## src/rtl/sideboard_monitor_pkg.sv

```systemverilog
// Shared constants and saturating helpers for the sideboard slow-ADC monitor.
package sideboard_monitor_pkg;

    localparam int unsigned NCH_DEFAULT = 8;
    localparam int unsigned DW_DEFAULT  = 14;

    localparam logic [2:0] CH_I1  = 3'd0;
    localparam logic [2:0] CH_I2  = 3'd1;
    localparam logic [2:0] CH_I3  = 3'd2;
    localparam logic [2:0] CH_V1  = 3'd3;
    localparam logic [2:0] CH_V2  = 3'd4;
    localparam logic [2:0] CH_V3  = 3'd5;
    localparam logic [2:0] CH_J18 = 3'd6;
    localparam logic [2:0] CH_J17 = 3'd7;

    // Replicated across DW: upper limit all ones, lower limit zero, so nothing alarms.
    localparam logic THR_HI_RST_BIT = 1'b1;
    localparam logic THR_LO_RST_BIT = 1'b0;

    function automatic logic [31:0] sat_add(input logic [31:0] a, input logic [31:0] b,
                                            input logic [31:0] limit);
        logic [32:0] total;
        total = {1'b0, a} + {1'b0, b};
        return (total > {1'b0, limit}) ? limit : total[31:0];
    endfunction

    function automatic logic [31:0] sat_sub(input logic [31:0] a, input logic [31:0] b);
        return (a > b) ? (a - b) : '0;
    endfunction

endpackage

```

## src/rtl/sb_window_cmp.sv

```systemverilog
// Hysteretic window comparator with sticky latch for one averaged channel.
module sb_window_cmp
    import sideboard_monitor_pkg::*;
#(
    parameter int unsigned DW   = DW_DEFAULT,
    parameter int unsigned HYST = 16
) (
    input  logic          clk,
    input  logic          rst_n,
    input  logic          eval,
    input  logic [DW-1:0] avg,
    input  logic [DW-1:0] thr_hi,
    input  logic [DW-1:0] thr_lo,
    input  logic          alarm_clr,
    output logic          alarm_live,
    output logic          alarm_sticky
);
    localparam int unsigned DW1     = DW + 1;
    localparam logic [DW:0] SAT_MAX = '1;

    logic [DW:0] avg_x;
    logic [DW:0] rel_lo;
    logic [DW:0] rel_hi;
    logic        set_cond;
    logic        rel_cond;
    logic        live_next;

    always_comb begin
        avg_x     = {1'b0, avg};
        rel_lo    = DW1'(sat_add(32'(thr_lo), HYST, 32'(SAT_MAX)));
        rel_hi    = DW1'(sat_sub(32'(thr_hi), HYST));
        set_cond  = (avg > thr_hi) || (avg < thr_lo);
        // An empty release band (rel_lo > rel_hi) makes rel_cond unreachable.
        rel_cond  = (avg_x >= rel_lo) && (avg_x <= rel_hi);
        live_next = alarm_live;
        if (set_cond) begin
            live_next = 1'b1;
        end else if (rel_cond) begin
            live_next = 1'b0;
        end
    end

    always_ff @(posedge clk) begin
        if (!rst_n) begin
            alarm_live   <= 1'b0;
            alarm_sticky <= 1'b0;
        end else begin
            if (eval) begin
                alarm_live <= live_next;
            end
            if (eval && live_next) begin
                alarm_sticky <= 1'b1;
            end else if (alarm_clr) begin
                alarm_sticky <= 1'b0;
            end
        end
    end

endmodule

```

## src/rtl/sideboard_monitor.sv

```systemverilog
// Per-channel boxcar averager on the gated slow-ADC stream, feeding windowed alarms.
module sideboard_monitor
    import sideboard_monitor_pkg::*;
#(
    parameter int unsigned NCH      = NCH_DEFAULT,
    parameter int unsigned DW       = DW_DEFAULT,
    parameter int unsigned AVG_LOG2 = 4,
    parameter int unsigned HYST     = 16
) (
    input  logic           clk,
    input  logic           rst_n,
    input  logic [NCH-1:0] adc_gate,
    input  logic [DW-1:0]  adc_data,
    input  logic           thr_we,
    input  logic [2:0]     thr_addr,
    input  logic [DW-1:0]  thr_hi,
    input  logic [DW-1:0]  thr_lo,
    input  logic           alarm_clr,
    input  logic [2:0]     rd_addr,
    output logic [DW-1:0]  rd_avg,
    output logic [NCH-1:0] avg_valid,
    output logic [NCH-1:0] alarm_live,
    output logic [NCH-1:0] alarm_sticky,
    output logic           alarm_any,
    output logic           gate_collision
);
    localparam int unsigned AW = DW + AVG_LOG2;
    localparam int unsigned CW = (AVG_LOG2 > 0) ? AVG_LOG2 : 1;
    localparam int unsigned SW = (NCH > 1) ? $clog2(NCH) : 1;
    localparam logic [CW-1:0] CNT_LAST = CW'((1 << AVG_LOG2) - 1);

    logic [AW-1:0]  acc      [NCH];
    logic [CW-1:0]  cnt      [NCH];
    logic [DW-1:0]  avg      [NCH];
    logic [DW-1:0]  thr_hi_r [NCH];
    logic [DW-1:0]  thr_lo_r [NCH];
    logic [NCH-1:0] done;

    logic           accept;
    logic           multi;
    logic           found;
    logic           last;
    logic [SW-1:0]  sel;
    logic [AW-1:0]  sum;

    // Lowest set gate bit wins; the single adder then serves whichever channel that is.
    always_comb begin
        accept = |adc_gate;
        multi  = (adc_gate & (adc_gate - NCH'(1))) != '0;
        found  = 1'b0;
        sel    = '0;
        for (int unsigned i = 0; i < NCH; i++) begin
            if (adc_gate[i] && !found) begin
                sel   = SW'(i);
                found = 1'b1;
            end
        end
        last = (cnt[sel] == CNT_LAST);
        sum  = acc[sel] + AW'(adc_data);
    end

    always_ff @(posedge clk) begin
        if (!rst_n) begin
            for (int unsigned i = 0; i < NCH; i++) begin
                acc[i]      <= '0;
                cnt[i]      <= '0;
                avg[i]      <= '0;
                thr_hi_r[i] <= {DW{THR_HI_RST_BIT}};
                thr_lo_r[i] <= {DW{THR_LO_RST_BIT}};
            end
            avg_valid      <= '0;
            done           <= '0;
            gate_collision <= 1'b0;
            alarm_any      <= 1'b0;
            rd_avg         <= '0;
        end else begin
            done <= '0;
            if (accept) begin
                if (last) begin
                    acc[sel]       <= '0;
                    cnt[sel]       <= '0;
                    avg[sel]       <= DW'(sum >> AVG_LOG2);
                    avg_valid[sel] <= 1'b1;
                    done[sel]      <= 1'b1;
                end else begin
                    acc[sel] <= sum;
                    cnt[sel] <= cnt[sel] + CW'(1);
                end
            end
            if (multi) begin
                gate_collision <= 1'b1;
            end else if (alarm_clr) begin
                gate_collision <= 1'b0;
            end
            if (thr_we) begin
                thr_hi_r[thr_addr] <= thr_hi;
                thr_lo_r[thr_addr] <= thr_lo;
            end
            alarm_any <= |alarm_sticky;
            rd_avg    <= avg[rd_addr];
        end
    end

    for (genvar g = 0; g < NCH; g++) begin : g_win
        sb_window_cmp #(
            .DW   (DW),
            .HYST (HYST)
        ) u_win (
            .clk          (clk),
            .rst_n        (rst_n),
            .eval         (done[g]),
            .avg          (avg[g]),
            .thr_hi       (thr_hi_r[g]),
            .thr_lo       (thr_lo_r[g]),
            .alarm_clr    (alarm_clr),
            .alarm_live   (alarm_live[g]),
            .alarm_sticky (alarm_sticky[g])
        );
    end

endmodule

```

## config.mk

```make
export PLATFORM = sky130hd
export DESIGN_NAME = sideboard_monitor
export DESIGN_NICKNAME = d
export VERILOG_FILES = /design/src/rtl/sideboard_monitor_pkg.sv /design/src/rtl/sb_window_cmp.sv /design/src/rtl/sideboard_monitor.sv
export SDC_FILE = /design/constraint.sdc
export NUM_CORES = 2
export LEC_CHECK = 0
export CELL_PAD_IN_SITES_DETAIL_PLACEMENT = 0
export CELL_PAD_IN_SITES_GLOBAL_PLACEMENT = 1
export CORE_ASPECT_RATIO = 1.75
export CORE_UTILIZATION = 54
export DETAILED_ROUTE_END_ITERATION = 16
export GPL_TIMING_DRIVEN = 0
export PLACE_DENSITY_LB_ADDON = 0.1
export SETUP_SLACK_MARGIN = 0.4
export SYNTH_ARGS = -nofsm -noshare
export SYNTH_HDL_FRONTEND = slang
export SYNTH_SLANG_ARGS = --single-unit
```

## constraint.sdc

```tcl
create_clock -name clk -period 14.5 [get_ports clk]
set_clock_uncertainty 0.2 [all_clocks]
set_input_delay 4.35 -clock clk [delete_from_list [all_inputs] [get_ports clk]]
set_output_delay 4.35 -clock clk [all_outputs]
set_load 0.02 [all_outputs]
```

=== Word-level counts from Yosys, hierarchy flattened ===
Memory sizes are Yosys's and may differ from the RTL's. A register that Yosys moved wholly into a read port is not among the register bits.
Cells that the tools add are included.

* Bits in registers: 34
* Memories kept: 5
* Input port bits: 60
* Logic and storage cells: 245
* Bits in writable memories: 512
* Output and inout bits: 40

{| class="wikitable"
|+ Memories
! memory !! depth !! width !! rd ports !! clocked after memory_dff !! write ports !! line !! source
|-
| acc || 8 || 18 || 1 || 0 || 8 || sideboard_monitor.sv:32 || <nowiki>logic [AW-1:0] acc [NCH];</nowiki>
|-
| avg || 8 || 14 || 9 || 1 || 8 || sideboard_monitor.sv:34 || <nowiki>logic [DW-1:0] avg [NCH];</nowiki>
|-
| thr_hi_r || 8 || 14 || 8 || 0 || 8 || sideboard_monitor.sv:35 || <nowiki>logic [DW-1:0] thr_hi_r [NCH];</nowiki>
|-
| thr_lo_r || 8 || 14 || 8 || 0 || 8 || sideboard_monitor.sv:36 || <nowiki>logic [DW-1:0] thr_lo_r [NCH];</nowiki>
|-
| cnt || 8 || 4 || 1 || 0 || 8 || sideboard_monitor.sv:33 || <nowiki>logic [CW-1:0] cnt [NCH];</nowiki>
|}

* Magnitude comparators: 50
* $add $sub $neg: 19
* Bitwise logic cells: 4
* Mux-type cells: 87
* Reductions and logical operators: 59
* Equality and inequality tests: 1

{| class="wikitable"
|+ Operator list
! kind !! count
|-
| > comparator 33 x 15 -> 1 bit (second input constant) || 8
|-
| 2-to-1 mux 15 bit || 16
|-
| adder 14 x 5 -> 15 bit (second input constant) || 8
|-
| greater-or-equal comparator 14 x 15 -> 1 bit || 8
|-
| <= comparator 14 x 15 -> 1 bit || 8
|-
| subtractor 14 x 5 -> 15 bit (second input constant) || 8
|-
| > comparator 14 bit || 8
|-
| > comparator 14 x 5 -> 1 bit (second input constant) || 8
|-
| < comparator 14 bit || 8
|-
| 2-to-1 mux 1 bit || 52
|-
| 2-to-1 mux 14 bit || 3
|-
| OR reduction 14 bit || 3
|-
| 2-to-1 mux 18 bit || 2
|-
| 2-to-1 mux 3 bit || 10
|-
| logical AND 1 bit || 24
|-
| adder 18 x 14 -> 18 bit || 1
|-
| nonzero test 2 bit || 9
|-
| OR reduction 18 bit || 1
|-
| OR reduction 8 bit || 2
|-
| AND 8 bit || 1
|-
| zero test 1 bit || 8
|-
| logical OR 1 bit || 8
|-
| 2-to-1 mux 4 bit || 2
|-
| bitwise OR 8 bit || 1
|-
| 12 further kinds || 13
|}

=== Logic depth before layout (Yosys ltp) ===
An unclocked memory read counts as a cell.

* Word-level depth: 31
* Mapped depth: 20
* Mapped depth without buffers: 16

=== By module ===
Synthesis repeated with hierarchy kept, for this count alone.

* Cell total of the unflattened synthesis: 3594
* Area total of the unflattened synthesis: 37287.0 µm²

{| class="wikitable"
|+ Modules (own cells, without submodules)
! module !! seq. area each (µm²) !! instances !! area an instance (µm²) !! cells an instance
|-
| sideboard_monitor || 16015.4 || 1 || 22775.6 || 1677
|-
| sb_window_cmp (g_win[0].u_win ...) || 40.0 || 4 || 1813.0 || 238
|-
| sb_window_cmp (g_win[3].u_win ...) || 40.0 || 3 || 1814.2 || 240
|-
| sb_window_cmp (g_win[2].u_win) || 40.0 || 1 || 1816.7 || 245
|}

=== Worst setup path after synthesis ===
No wires, ideal clock.

* Kind: input port to flip-flop
* From: input adc_gate[2]
* To: memory avg[0][12] (netlist bit), data pin
* Path slack: 5.700 ns
* Stages: 20
* Buffers on the path: 4
* Library setup time: 0.266 ns
* Data arrival time: 8.334 ns
* Data required time: 14.034 ns
* Path through: buf_4 > nor3_2 > nand2_1 > or3_1 > clkbuf_1 > clkbuf_1 > o22ai_1 > a311o_1 > a31oi_1 > ha_1 > fa_1 > a211oi_1 > o21ai_0 > a31oi_1 > o31a_1 > o211ai_1 > nor3b_2 > xor2_1 > buf_4 > nor2_1

{| class="wikitable"
|+ RTL lines
! element !! line !! source
|-
| start: declaration || sideboard_monitor.sv:12 || <nowiki>input logic [NCH-1:0] adc_gate,</nowiki>
|-
| end: declaration || sideboard_monitor.sv:34 ||
|}

==> flow_metrics.py <==
metrics = {
    "synth": {
        "ys.flop_type": "edfxtp_1",
        "syn_inst": 3550,
        "syn_area_sq_um": 36500,
        "ys_top_cells_by_area": "edfxtp_1 (42%), ha_1 (17%), nor2_1 (3.9%), nand2_1 (2.8%), inv_1 (2.8%)",
        "synth_warnings": 0,
        "synth.distinct_cells": 89,
        "synth.most_common_cell": "edfxtp_1",
        "synthTopCellsByCount": "edfxtp_1 (512), ha_1 (487), nor2_1 (383)",
        "ys_seq_area_frac": 0.448,
        "synth.avg_cell_area_sq_um": 10.3,
        "synth_top_area_frac": 0.421,
        "yosys.area.top_type": "edfxtp_1",
        "synth_edf_count": 512,
        "syn_nets": 4098,
        "synth_seq_cells": 560,
        "async_flop_share": 0,
    },
    "sta": {
        "drv_slew": 0,
        "fmax_mhz": 87.9,
        "worst_slack_ns": 3.12,
        "max_slew.worst_pin.slew_ns": 1.48,
        "post-route-period-util": 0.785,
        "slew_headroom": 0.0105,
        "rsz0062_at_grt": "false",
        "setup_viol": 0,
        "finalHoldViolCount": 0,
        "min_period_ns": 11.38,
        "setup_tns_ns": 0,
    },
    "critical_path": {
        "crit_path_end_kind": "flop",
        "crit_arrival_ns": 11.52,
        "worst-path-max-fanout": 10,
        "crit_cells": 18,
        "start_kind": "input pin",
        "slowest_delay_ns": 0.84,
        "cp.buffers_inverters": 5,
        "r2r_slack_ns": 9.29,
        "crit_path_frequent_cell": "clkbuf_1",
        "criticalPathCategory": "in2reg",
        "crit_slowest_cell": "clkbuf_1",
        "r2r_cells": 12,
        "crit_family": "buffers and inverters",
        "endpoint": "acc[1][13]$_SDFFCE_PN0P_",
        "cp_cell_sequence": "clkdlybuf4s50_1 > nor2b_1 > o21ai_2 > a21o_1 > buf_4 > clkbuf_1 > clkbuf_1 > nand2_1 > a31oi_1 > ha_1 > a211o_1 > o311a_1 > o21ai_1 > nor2_1 > a211oi_1 > xor2_1 > clkbuf_1 > nor3_1",
        "reg2reg_to": "acc[1][13]$_SDFFCE_PN0P_",
        "required_ns": 14.65,
        "crit_start": "adc_gate[7]",
        "timing.rr.start": "acc[6][6]$_SDFFCE_PN0P_",
    },
    "floorplanning": {
        "rows": 125,
        "die_h_microns": 346,
        "fp.coreArea_sq_um": 66600,
        "die_area_sq_um": 68700,
        "ios": 100,
        "chipWidth_microns": 199,
        "initial_core_util": 0.548,
    },
    "outcome": {
        "status": "finished with violations",
        "violations": "max-capacitance violations",
    },
    "pwr": {
        "p_clk_frac": 0.353,
        "switching_share": 0.304,
        "power.internal_mw": 2.96,
        "powerDensity_nw_per_um2": 104,
        "seqPwrFrac": 0.455,
        "p_comb_frac": 0.192,
        "power_switching_mw": 1.29,
        "ir_worst_vdd_v": 0.000112,
        "leakagePower_nw": 17.0,
    },
    "route": {
        "first_iter_violations": 2294,
        "num_vias": 29330,
        "first_pass_iters": 6,
        "routedWlPerCell_microns": 28.3,
        "routed_wl_microns": 132000,
        "route.detailed.drc": 0,
        "antenna_left": 0,
        "vias_per_cell": 6.28,
    },
    "finish": {
        "finalNonFillerCells": 4670,
        "drive_gt1_frac": 0.0590,
        "fillers": 5688,
        "area_growth_pct": 11.6,
        "layout.nets": 4265,
    },
    "clock_network": {
        "cts.path.max_buffers": 3,
        "cts_resized": 0,
        "insertion_delay_ns": 0.64,
        "postCtsHoldBufs": 0,
        "cts_num_sinks": 560,
        "path_clk_slew_ns": 0.07,
        "cts_buffers": 55,
        "post_cts_buffers": 0,
        "clock-root-buffer": "clkbuf_16",
        "htree_levels": 2,
        "cts_tree": "yes",
    },
    "run": {
        "cap_violations": 2,
    },
    "global_route": {
        "overflow": 0,
        "track_usage": 0.388,
        "grt_pass1_wl_microns": 189000,
        "antenna_found_initial": 16,
        "grt_max_degree": 29,
        "grt_pass1_vias": 29747,
    },
    "place": {
        "dp_slack_ns": 2.79,
        "place_inst": 4548,
        "dp_hpwl_microns": 100000,
        "gp_congestion": 1.02,
        "port_buffers": 93,
    },
    "worst_hold_path": {
        "hold_depth": 2,
        "min_path_type": "reg2reg",
    },
}
[worst min-delay path by stage]
stage | to | from
2_1_floorplan | g_win[0].u_win.alarm_live$_SDFFE_PN0P_ | done[0]$_SDFF_PN0_
3_3_place_gp | g_win[0].u_win.alarm_live$_SDFFE_PN0P_ | done[0]$_SDFF_PN0_
3_5_place_dp | avg_valid[5]$_SDFFE_PN0P_ | avg_valid[5]$_SDFFE_PN0P_
4_1_cts | avg_valid[5]$_SDFFE_PN0P_ | avg_valid[5]$_SDFFE_PN0P_
5_1_grt | avg_valid[5]$_SDFFE_PN0P_ | avg_valid[5]$_SDFFE_PN0P_
6_report | avg_valid[5]$_SDFFE_PN0P_ | avg_valid[5]$_SDFFE_PN0P_
[logic make-up after synthesis]
| family | synth area share |
|---|---|
| DFF | 0.448 |
| muxes | 0.0235 |
| adders and majority gates | 0.168 |
| xor gates and xnor gates | 0.0326 |
| AOI/OAI and AO/OA | 0.103 |
| buffers and inverters | 0.0465 |
| and+or+nand+nor | 0.179 |
[routing by layer]
metal / track usage / up-vias / share of wire
li1: - / 13243 / -
met1: 0.381 / 14068 / 0.32
met2: 0.670 / 1421 / 0.49
met3: 0.0677 / 594 / 0.075
met4: 0.389 / 4 / 0.12
met5: 0 / - / 0.00017
[registers in the layout, summed over array words and instances, names as in the netlist]
register                  flops
acc                         144
thr_hi_r                    112
alarm_any                     1
done                          8
avg                         112
rd_avg                       14
g_win.u_win.alarm_live        8
cnt                          32
thr_lo_r                    112
g_win.u_win.alarm_sticky      8
avg_valid                     8
gate_collision                1
[power by group through the flow]
stage | clock (mW) | sequential, mW | combinational, mW
floorplan | 0 | 1.93 | 0.474
global route | 1.56 | 1.94 | 0.878
global placement | 0 | 1.97 | 0.745
detailed placement | 0 | 1.97 | 0.793
CTS | 1.51 | 1.93 | 0.798
finish | 1.50 | 1.94 | 0.817
[metrics by stage]
stage | cell area, sq um | utilization | power (mW) | hold slack, ns
3_3_place_gp | 38500 | 0.578 | 2.71 | 0.235
4_1_cts | 40700 | 0.610 | 4.24 | 0.250
2_1_floorplan | 36500 | - | 2.41 | 0.222
3_5_place_dp | 38800 | 0.582 | 2.76 | 0.240
5_1_grt | 40700 | 0.611 | 4.38 | 0.261
6_report | 40700 | 0.611 | 4.26 | 0.249
[worst reg2reg max path, cell delays in order, from the launching register on]
cell and delay, ns:
edfxtp_1 0.33, o22ai_1 0.09, a311o_1 0.36, a31oi_1 0.35, ha_1 0.39, a211o_1 0.35, o311a_1 0.34, o21ai_1 0.56
nor2_1 0.12, a211oi_1 0.35, xor2_1 0.54, clkbuf_1 0.85, nor3_1 0.11
[layout by cell type (no fill, tap or decap), drive strengths merged, types with 11 or more instances in the layout]
cell type      count
and4              11
buf               52
a21o              57
mux4              28
nor3              91
o221ai            11
nand3             93
diode             18
o22ai             28
clkbuf           185
nor2b             35
nand4             62
o211ai            28
nor2             386
dfxtp             48
xnor2            112
nand2b            83
inv              276
o31ai             11
and2             106
xor2              22
or2               13
ha               487
or3               78
a31oi             34
a211oi            23
clkinv            20
mux2i             21
edfxtp           512
o21a              30
and3              28
clkdlybuf4s50     93
o21ai            120
nor4              31
nand2            273
a21oi            131
[cell type report]
type | instances | area (sq um) | share of cell area
tap | 889 | 1110 | 0.0273
clock buffer | 64 | 1450 | 0.0357
multi-input combinational | 2563 | 18600 | 0.456
sequential | 560 | 16300 | 0.401
inverter | 271 | 1020 | 0.0250
timing repair buffer | 110 | 1130 | 0.0279
clock inverter | 39 | 398 | 0.00977
antenna | 18 | 45.0 | 0.00111
buffer | 156 | 681 | 0.0167
No activity file was read; power rests on OpenSTA's default activity.
